==> src/rtl/prio_arb_enc.sv <==
// -----------------------------------------------------------------------------
// prio_arb_enc
//   Registered N-input arbiter / priority encoder with a sticky grant.
//   It replaces the older 4-input combinational priority encoder. A grant
//   stays in place until the consumer acknowledges it. An acknowledge can
//   re-arbitrate on the same edge, so one grant per cycle is possible.
//
//   mode 0 : fixed priority, highest requesting index wins (legacy ordering)
//   mode 1 : round-robin; the search starts at ptr and goes downwards with
//            wrap, and ptr moves to one below each acknowledged winner
//
// Ports
//   clk     rising-edge clock
//   rst_n   asynchronous active-low reset
//   en      arbitration enable; when low, no new grant is started
//   mode    0 = fixed priority, 1 = round-robin (sampled at arbitration edges)
//   req     request vector, bit i = requester i
//   ack     consumer accepts the current grant (ignored while valid = 0)
//   valid   a grant is being presented
//   idx     binary index of the granted requester (held after the grant ends)
//   onehot  one-hot grant, 1 << idx while valid, zero otherwise
//   busy    FSM is in GRANT (same as valid)
//
// State table
//   IDLE   | no grant outstanding, waiting for en && req != 0
//   GRANT  | grant presented on idx/onehot, held until ack
// -----------------------------------------------------------------------------
module prio_arb_enc #(
  parameter  int N = 4,
  localparam int W = (N > 1) ? $clog2(N) : 1
) (
  input  logic         clk,
  input  logic         rst_n,
  input  logic         en,
  input  logic         mode,
  input  logic [N-1:0] req,
  input  logic         ack,
  output logic         valid,
  output logic [W-1:0] idx,
  output logic [N-1:0] onehot,
  output logic         busy
);

  typedef enum logic {
    IDLE  = 1'b0,
    GRANT = 1'b1
  } state_t;

  localparam logic [W-1:0] TOP = W'(N - 1);

  state_t         state, state_n;
  logic [W-1:0]   idx_n;
  logic [N-1:0]   onehot_n;
  logic [W-1:0]   ptr, ptr_n;
  logic [N-1:0]   masked;

  // The search order p, p-1, ..., 0, N-1, ..., p+1 is handled by rotating the
  // request vector. Bit j of the rotated window is index (p+1+j) mod N, so
  // requester p ends up on the top bit. The highest set bit of the window is
  // therefore the winner. The doubled vector is used so that the rotation
  // wraps at N and not at 2^W.
  function automatic logic [W-1:0] win(input logic [N-1:0] r,
                                       input logic [W-1:0] p);
    logic [N-1:0] window;
    int           sum;
    window = N'({r, r} >> (int'(p) + 1));
    sum    = 0;
    for (int j = 0; j < N; j++) begin
      if (window[j]) sum = int'(p) + 1 + j;
    end
    if (sum >= N) sum = sum - N;
    return W'(sum);
  endfunction

  function automatic logic [N-1:0] to_onehot(input logic [W-1:0] i);
    return {{(N-1){1'b0}}, 1'b1} << i;
  endfunction

  always_ff @(posedge clk or negedge rst_n) begin
    if (!rst_n) begin
      state  <= IDLE;
      idx    <= '0;
      onehot <= '0;
      ptr    <= TOP;
    end else begin
      state  <= state_n;
      idx    <= idx_n;
      onehot <= onehot_n;
      ptr    <= ptr_n;
    end
  end

  always_comb begin
    state_n  = state;
    idx_n    = idx;
    onehot_n = onehot;
    ptr_n    = ptr;
    // While a grant is held, onehot is 1<<k. This takes the granted bit out
    // for the back-to-back re-arbitration.
    masked   = req & ~onehot;

    unique case (state)
      IDLE: begin
        if (en && (|req)) begin
          idx_n    = win(req, mode ? ptr : TOP);
          onehot_n = to_onehot(idx_n);
          state_n  = GRANT;
        end
      end

      GRANT: begin
        if (ack) begin
          if (mode) ptr_n = (idx == '0) ? TOP : (idx - W'(1));
          if (en && (|masked)) begin
            idx_n    = win(masked, mode ? ptr_n : TOP);
            onehot_n = to_onehot(idx_n);
          end else begin
            onehot_n = '0;
            state_n  = IDLE;
          end
        end
      end

      default: begin
        state_n  = IDLE;
        onehot_n = '0;
      end
    endcase
  end

  assign valid = (state == GRANT);
  assign busy  = (state == GRANT);

endmodule

==> config.mk <==
export PLATFORM = sky130hd
export DESIGN_NAME = prio_arb_enc
export DESIGN_NICKNAME = d
export VERILOG_FILES = /design/src/rtl/prio_arb_enc.sv
export SDC_FILE = /design/constraint.sdc
export NUM_CORES = 1
export LEC_CHECK = 0
export ABC_AREA = 1
export CAP_MARGIN = 10
export CORE_MARGIN = 8
export CORE_UTILIZATION = 48
export DETAILED_ROUTE_END_ITERATION = 12
export HOLD_SLACK_MARGIN = 0.05
export PLACE_DENSITY = 0.87
export SYNTH_ARGS = -nofsm -noshare
export SYNTH_HDL_FRONTEND = slang
export SYNTH_SLANG_ARGS = --single-unit
==> constraint.sdc <==
create_clock -name clk -period 1.78 [get_ports clk]
set_input_delay 0.178 -clock clk [delete_from_list [all_inputs] [get_ports clk]]
set_output_delay 0.178 -clock clk [all_outputs]
set_load 0.05 [all_outputs]
[Yosys cells after proc, flatten, opt, wreduce, memory -nomap -nowiden]
Index checks and enable logic that the tools add are counted.
Storage, ports and cells
  bits in writable memories: 0
  flip-flop bits (word level): 9
  output and inout bits: 8
  input bits: 9
  bits in read-only memories: 0
  memories: 0
  logic and storage cells: 73
  bits in latches: 0
Operators by class
  multipliers: 0
  add/sub/neg operators: 11
  mux-type cells: 38
  shift operators: 4
  equality and inequality tests: 3
  reduce and logical (&&, ||, !) cells: 8
  div/mod/pow operators: 0
  order comparisons: 2
  bitwise gates (word level): 3
Operators by type and width (count)
  $mux W32: 11
  $add A32 B2 Y32 const B: 2
  $add A32 B3 Y32 const B: 2
  $ge A32 B4 Y1 const B: 2
  $shr A8 B32 Y4: 2
  $mux W2: 16
  $mux W4: 3
  $add A3 B2 Y4 const B: 2
  $pmux W4 S2: 1
  $reduce_or A4 Y1: 2
  $shl A1 B2 Y4 const A: 2
  $add A2 B1 Y3 const B: 2
  $mux W3: 2
  $sub A2 B1 Y2 const B: 3
  $and A4 B4 Y4: 1
  $ne A2 B2 Y1 const B: 2
  $not A4 Y4: 1
  $pmux W2 S2: 1
  $reduce_and A2 Y1: 2
  $mux W1: 3
  $reduce_and A3 Y1: 1
  $logic_and A1 B1 Y1: 2
  $logic_not A2 Y1: 1
  $ne A2 B1 Y1 const B: 1
  2 further kinds: 2

[Longest topological paths before layout]
  word-level depth: 24
  gate-level depth with buffers: 17
  depth with buffers taken out: 17

[Worst setup path before layout]
Ideal clock, no wire load.
  path kind: register -> register
  from: register idx[0]
  to: register idx[1]
  setup time: 0.123 ns
  path buffers: 0
  cell stages (with the launch flop): 13
  path slack: -0.426 ns
  arrival time: 2.083 ns
  data required time: 1.657 ns
  period minus slack after synthesis: 2.206 ns
  path through: dfrtp_1 -> inv_1 -> ha_1 -> nand2_1 -> clkinv_2 -> nand3_1 -> nand2_1 -> a21oi_1 -> nand2_1 -> nand2_1 -> nand2_1 -> o21ai_0 -> nand2_1
Between the ends
  word-level cells in the longest chain between the ends: 23
  elaborated cells between the ends (all ways): 28
  classes of those cells: add/sub (6); order compare (1); shift (1); mux (19); reduce/logical (1)
Ends and longest elaborated chain
  start, declared: line 39  | output logic [W-1:0] idx,
  start signal, assigned: line 87  | idx <= idx_n;
  $sub A2 B1 Y2 / $logic_not A2 Y1 (equally long branches): line 113  | if (mode) ptr_n = (idx == '0) ? TOP : (idx - W'(1));
  $mux W2 * (2 in a row): line 113
  $mux W2 *: line 112  | if (ack) begin
  $mux W2 *: line 102  | unique case (state)
  $mux W2 *: line 115  | idx_n = win(masked, mode ? ptr_n : TOP);
  $add A2 B1 Y3 *: line 66, 69
  branches (longest 4 deep; another with $add A32 B2 Y32)
  $mux W32 *: line 69  | if (window[j]) sum = int'(p) + 1 + j;
  (+3 left out)
  $ge A32 B4 Y1 / $sub A2 B1 Y2 (equally long branches): line 71  | if (sum >= N) sum = sum - N;
  $mux W2 *: line 71
  $mux W2 *: line 114  | if (en && (|masked)) begin
  $mux W2 *: line 112
  $mux W2 *: line 102
  $mux W2 *: line 114
  $mux W2 *: line 112
  $pmux W2 S2 *: line 102
Mark *: on every way between the ends. The select of a mux whose other input is x is not followed.
A chain may end at the register's enable or synchronous reset.

[Worst setup path after layout]
  from: register idx[0]
  to: register onehot[1]
Between the ends
  word-level cells in the longest chain between the ends: 24
  elaborated cells between the ends (all ways): 29
  classes of those cells: add/sub (6); order compare (1); shift (2); mux (19); reduce/logical (1)
Ends and longest elaborated chain
  $sub A2 B1 Y2 / $logic_not A2 Y1 (equally long branches): line 113
  $mux W2 * (2 in a row): line 113
  $mux W2 *: line 112
  $mux W2 *: line 102
  $mux W2 *: line 115
  $add A2 B1 Y3 *: line 66, 69
  branches (longest 4 deep; another with $add A32 B2 Y32)
  $mux W32 *: line 69
  (+4 left out)
  $mux W2 *: line 71
  $mux W2 *: line 114
  $mux W2 *: line 112
  $mux W2 *: line 102
  $shl A1 B2 Y4 *: line 76  | return {{(N-1){1'b0}}, 1'b1} << i;
  $mux W4 *: line 114
  $mux W4 *: line 112
  $pmux W4 S2 *: line 102
  end signal, assigned: line 88  | onehot <= onehot_n;
  end, declared: line 40  | output logic [N-1:0] onehot,
Marked as above.

==> impl_metrics.py <==
metrics = {
    "final_layout": {
        "instances_no_fill": 255,
        "area_growth_pct": 43.4,
        "layout.nets": 238,
        "drive_gt1_share_pct": 30.4,
        "antenna_cells": 0,
    },
    "timing": {
        "slew_violations": 0,
        "relSlewSlack_pct": 66.7,
        "rsz0062_at_grt": "yes",
        "fmax_mhz": 570,
        "worst_slew_pin_slew_ns": 0.498,
        "finalHoldViolations": 0,
        "layout_min_cycle_time_ns": 1.75,
        "fin_crit_sh_pct": 98.6,
        "setup_viol": 0,
        "fin_worst_skew_ns": 0.0101,
        "layout_setup_ws_ns": 0.0257,
    },
    "power_and_ir_drop": {
        "cellInternalPower_uw": 1250,
        "p_seq_share_pct": 14.0,
        "p_sw_uw": 1590,
        "power.leakage_uw": 0.000829,
        "combPwrFrac_pct": 80.6,
        "switching_share_pct": 56.0,
        "power_density_nw_per_um2": 1860,
        "peakVddDrop_uv": 1410,
        "clkPwrFrac_pct": 5.4,
    },
    "yosys": {
        "syn-cell-area_sq_um": 1070,
        "synth_fp_nets": 202,
        "synth_area_leaders": "nand2_1 28%, dfrtp_1 16%, nand3_1 14%, inv_1 9.5%, dfstp_2 4.9%",
        "yosysTopAreaCellShare_pct": 27.8,
        "yosysTopAreaCell": "nand2_1",
        "synth-async-reset-ratio_pct": 100,
        "yosysSeqAreaShare_pct": 21.4,
        "synthFlopType": "dfrtp_1",
        "postSynthAreaPerCell_sq_um": 5.55,
        "synth_cells": 192,
        "synth-seq-cells": 9,
        "synth_warnings": 0,
        "synth_edf_count": 0,
        "synth_cell_types": 25,
    },
    "setup_path": {
        "r2r_slack_ns": 0.03,
        "critPathRequiredTime_ns": 1.93,
        "endpoint_kind": "flip-flop",
        "path_max_fanout": 6,
        "r2r-end": "onehot[1]$_DFFE_PN0P_",
        "crit_type": "reg -> reg",
        "r2r_cells": 12,
        "cp-start-kind": "flip-flop",
        "reg2reg_from": "idx[0]$_DFFE_PN0P_",
        "cp.arrival_ns": 1.90,
    },
    "grt": {
        "grtUsageTotal_pct": 15.1,
        "grt_pass1_vias": 1209,
        "grt_antenna_before_repair": 0,
        "grt_overflow": 0,
        "grt_max_degree": 10,
        "grt_first_pass_wirelength_mm": 5.11,
    },
    "clock_network": {
        "clock_sinks": 9,
        "hold_buffers": 0,
        "clockBufferDepth": 2,
        "cts_tree": "yes",
        "clk_latency_ns": 0.26,
        "cts_buffers": 3,
        "clk_pin_slew_ns": 0.06,
        "root_buffer": "clkbuf_4",
        "h-tree-depth": 1,
    },
    "route": {
        "drt_iter0_drc": 48,
        "vias": 1299,
        "drc": 0,
        "wl_mm": 3.12,
        "dr.pass1.iters": 4,
        "antenna_left": 0,
        "wl_per_cell_um": 12.2,
        "vias_per_cell": 5.09,
    },
    "place": {
        "dp_cells": 250,
        "dp_hpwl_mm": 2.54,
        "port_buffers": 16,
        "gp_congestion": 0.920,
        "place_ws_ns": -0.249,
    },
    "floorplan": {
        "die_w_um": 63.1,
        "start_util_pct": 49.6,
        "die_h_um": 63.1,
        "io_pins": 17,
        "fp-row-count": 17,
        "core_sq_um": 2150,
        "fp.dieArea_sq_um": 3980,
    },
    "worst_hold_path": {
        "hp-class": "in -> async",
    },
    "job": {
        "drv_cap": 0,
    },
    "run_status": {
        "status": "completed",
    },
}
==> sequential cells by signal, summed over array words and instances, names as in the netlist <==
signal and cells:
busy 1, idx 2, onehot 4, ptr 2
==> critical path: stages (launching register included) <==
cell     delay [ns]
dfrtp_2        0.38
inv_4          0.04
ha_4           0.16
nor2_4         0.20
nand3_2        0.12
nand3_1        0.10
nand2_2        0.07
a21oi_1        0.18
nand2_1        0.09
nand2_2        0.10
nor2_1         0.05
nor2_1         0.10
nor2_1         0.04
==> cell type report <==
type / instances / area [sq um]
Multi-Input combinational cell: 151 / 818
Fill cell: 185 / 619
Timing Repair Buffer: 33 / 297
Sequential cell: 9 / 230
Inverter: 30 / 121
Tap cell: 28 / 35.0
Clock buffer: 3 / 22.5
Clock inverter: 1 / 5.00
==> cell usage after synthesis, types with 2 or more instances <==
master    n
a21oi_1   6
dfrtp_1   7
dfstp_2   2
inv_1    27
nand2_1  79
nand2_2   4
nand3_1  29
nand3_2   3
nand4_1   2
nor2_1   11
nor2_2    3
o21ai_0   5
o22ai_1   2
==> power by group through the flow <==
stage | sequential [uW] | combinational [uW] | clock [uW]
floorplan | 659 | 1220 | 0
global placement | 396 | 2080 | 0
detailed placement | 398 | 2110 | 0
CTS | 396 | 2120 | 161
global route | 409 | 2500 | 171
finish | 399 | 2290 | 154
==> placed cells by master, fill, tap and decap left out, drive strengths merged <==
master / count
a21oi: 6
a41oi: 1
buf: 21
clkbuf: 3
clkdlybuf4s50: 11
clkinv: 3
dfrtp: 7
dfstp: 2
dlymetal6s2s: 1
ha: 1
inv: 28
nand2: 83
nand3: 32
nand4: 2
nor2: 16
nor3: 1
o21ai: 6
o22ai: 2
or2: 1
==> stage by stage <==
stage / hold slack [ns] / area [sq um] / total power (uW) / utilization (%) / setup TNS (ns)
2_1_floorplan: -0.118 / 1120 / 1880 / - / -0.228
4_1_cts: 0.209 / 1450 / 2680 / 67.5 / 0
6_report: 0.204 / 1530 / 2840 / 71.2 / 0
3_5_place_dp: 0.498 / 1420 / 2510 / 66.2 / -1.29
3_3_place_gp: 0.498 / 1420 / 2480 / 66.2 / -1.17
5_1_grt: 0.224 / 1530 / 3080 / 71.2 / -0.574
==> repair_timing <==
action	in CTS	in global routing
buffers inserted	0	1
setup endpoints to repair	0	6
endpoints found under the hold margin	0	0
gates resized for setup	0	21
==> metal layers <==
layer | vias to the layer above | GRT usage (%) | part of all wire (%)
met2 | 34 | 26.9 | 50
met3 | 6 | 2.12 | 3.4
met4 | 0 | 6.27 | 1.1
met5 | - | 0 | 0
li1 | 682 | - | -
met1 | 577 | 17.5 | 46
==> kinds of logic (layout without fill, tap and decap cells) <==
| group | after synthesis | in the layout | synth area share (%) |
|---|---|---|---|
| DFF | 9 | 9 | 21.4 |
| buffers and inverters | 32 | 67 | 12.4 |
| adders and majority gates | 1 | 1 | 1.17 |
| AOI/OAI and AO/OA | 15 | 15 | 7.63 |
| and+or+nand+nor | 135 | 135 | 57.4 |
==> how the worst max path moves through the flow <==
stage / startpoint / end / slack (ns)
global route: idx[1]$_DFFE_PN0P_ / onehot[0]$_DFFE_PN0P_ / -0.13
floorplan: idx[0]$_DFFE_PN0P_ / onehot[0]$_DFFE_PN0P_ / -0.05
global placement: mode / onehot[0]$_DFFE_PN0P_ / -0.22
finish: idx[0]$_DFFE_PN0P_ / onehot[1]$_DFFE_PN0P_ / 0.03
detailed placement: mode / onehot[0]$_DFFE_PN0P_ / -0.25
CTS: ptr[0]$_DFFE_PN1P_ / onehot[2]$_DFFE_PN0P_ / 0.004
(Power assumes the default switching activity.)
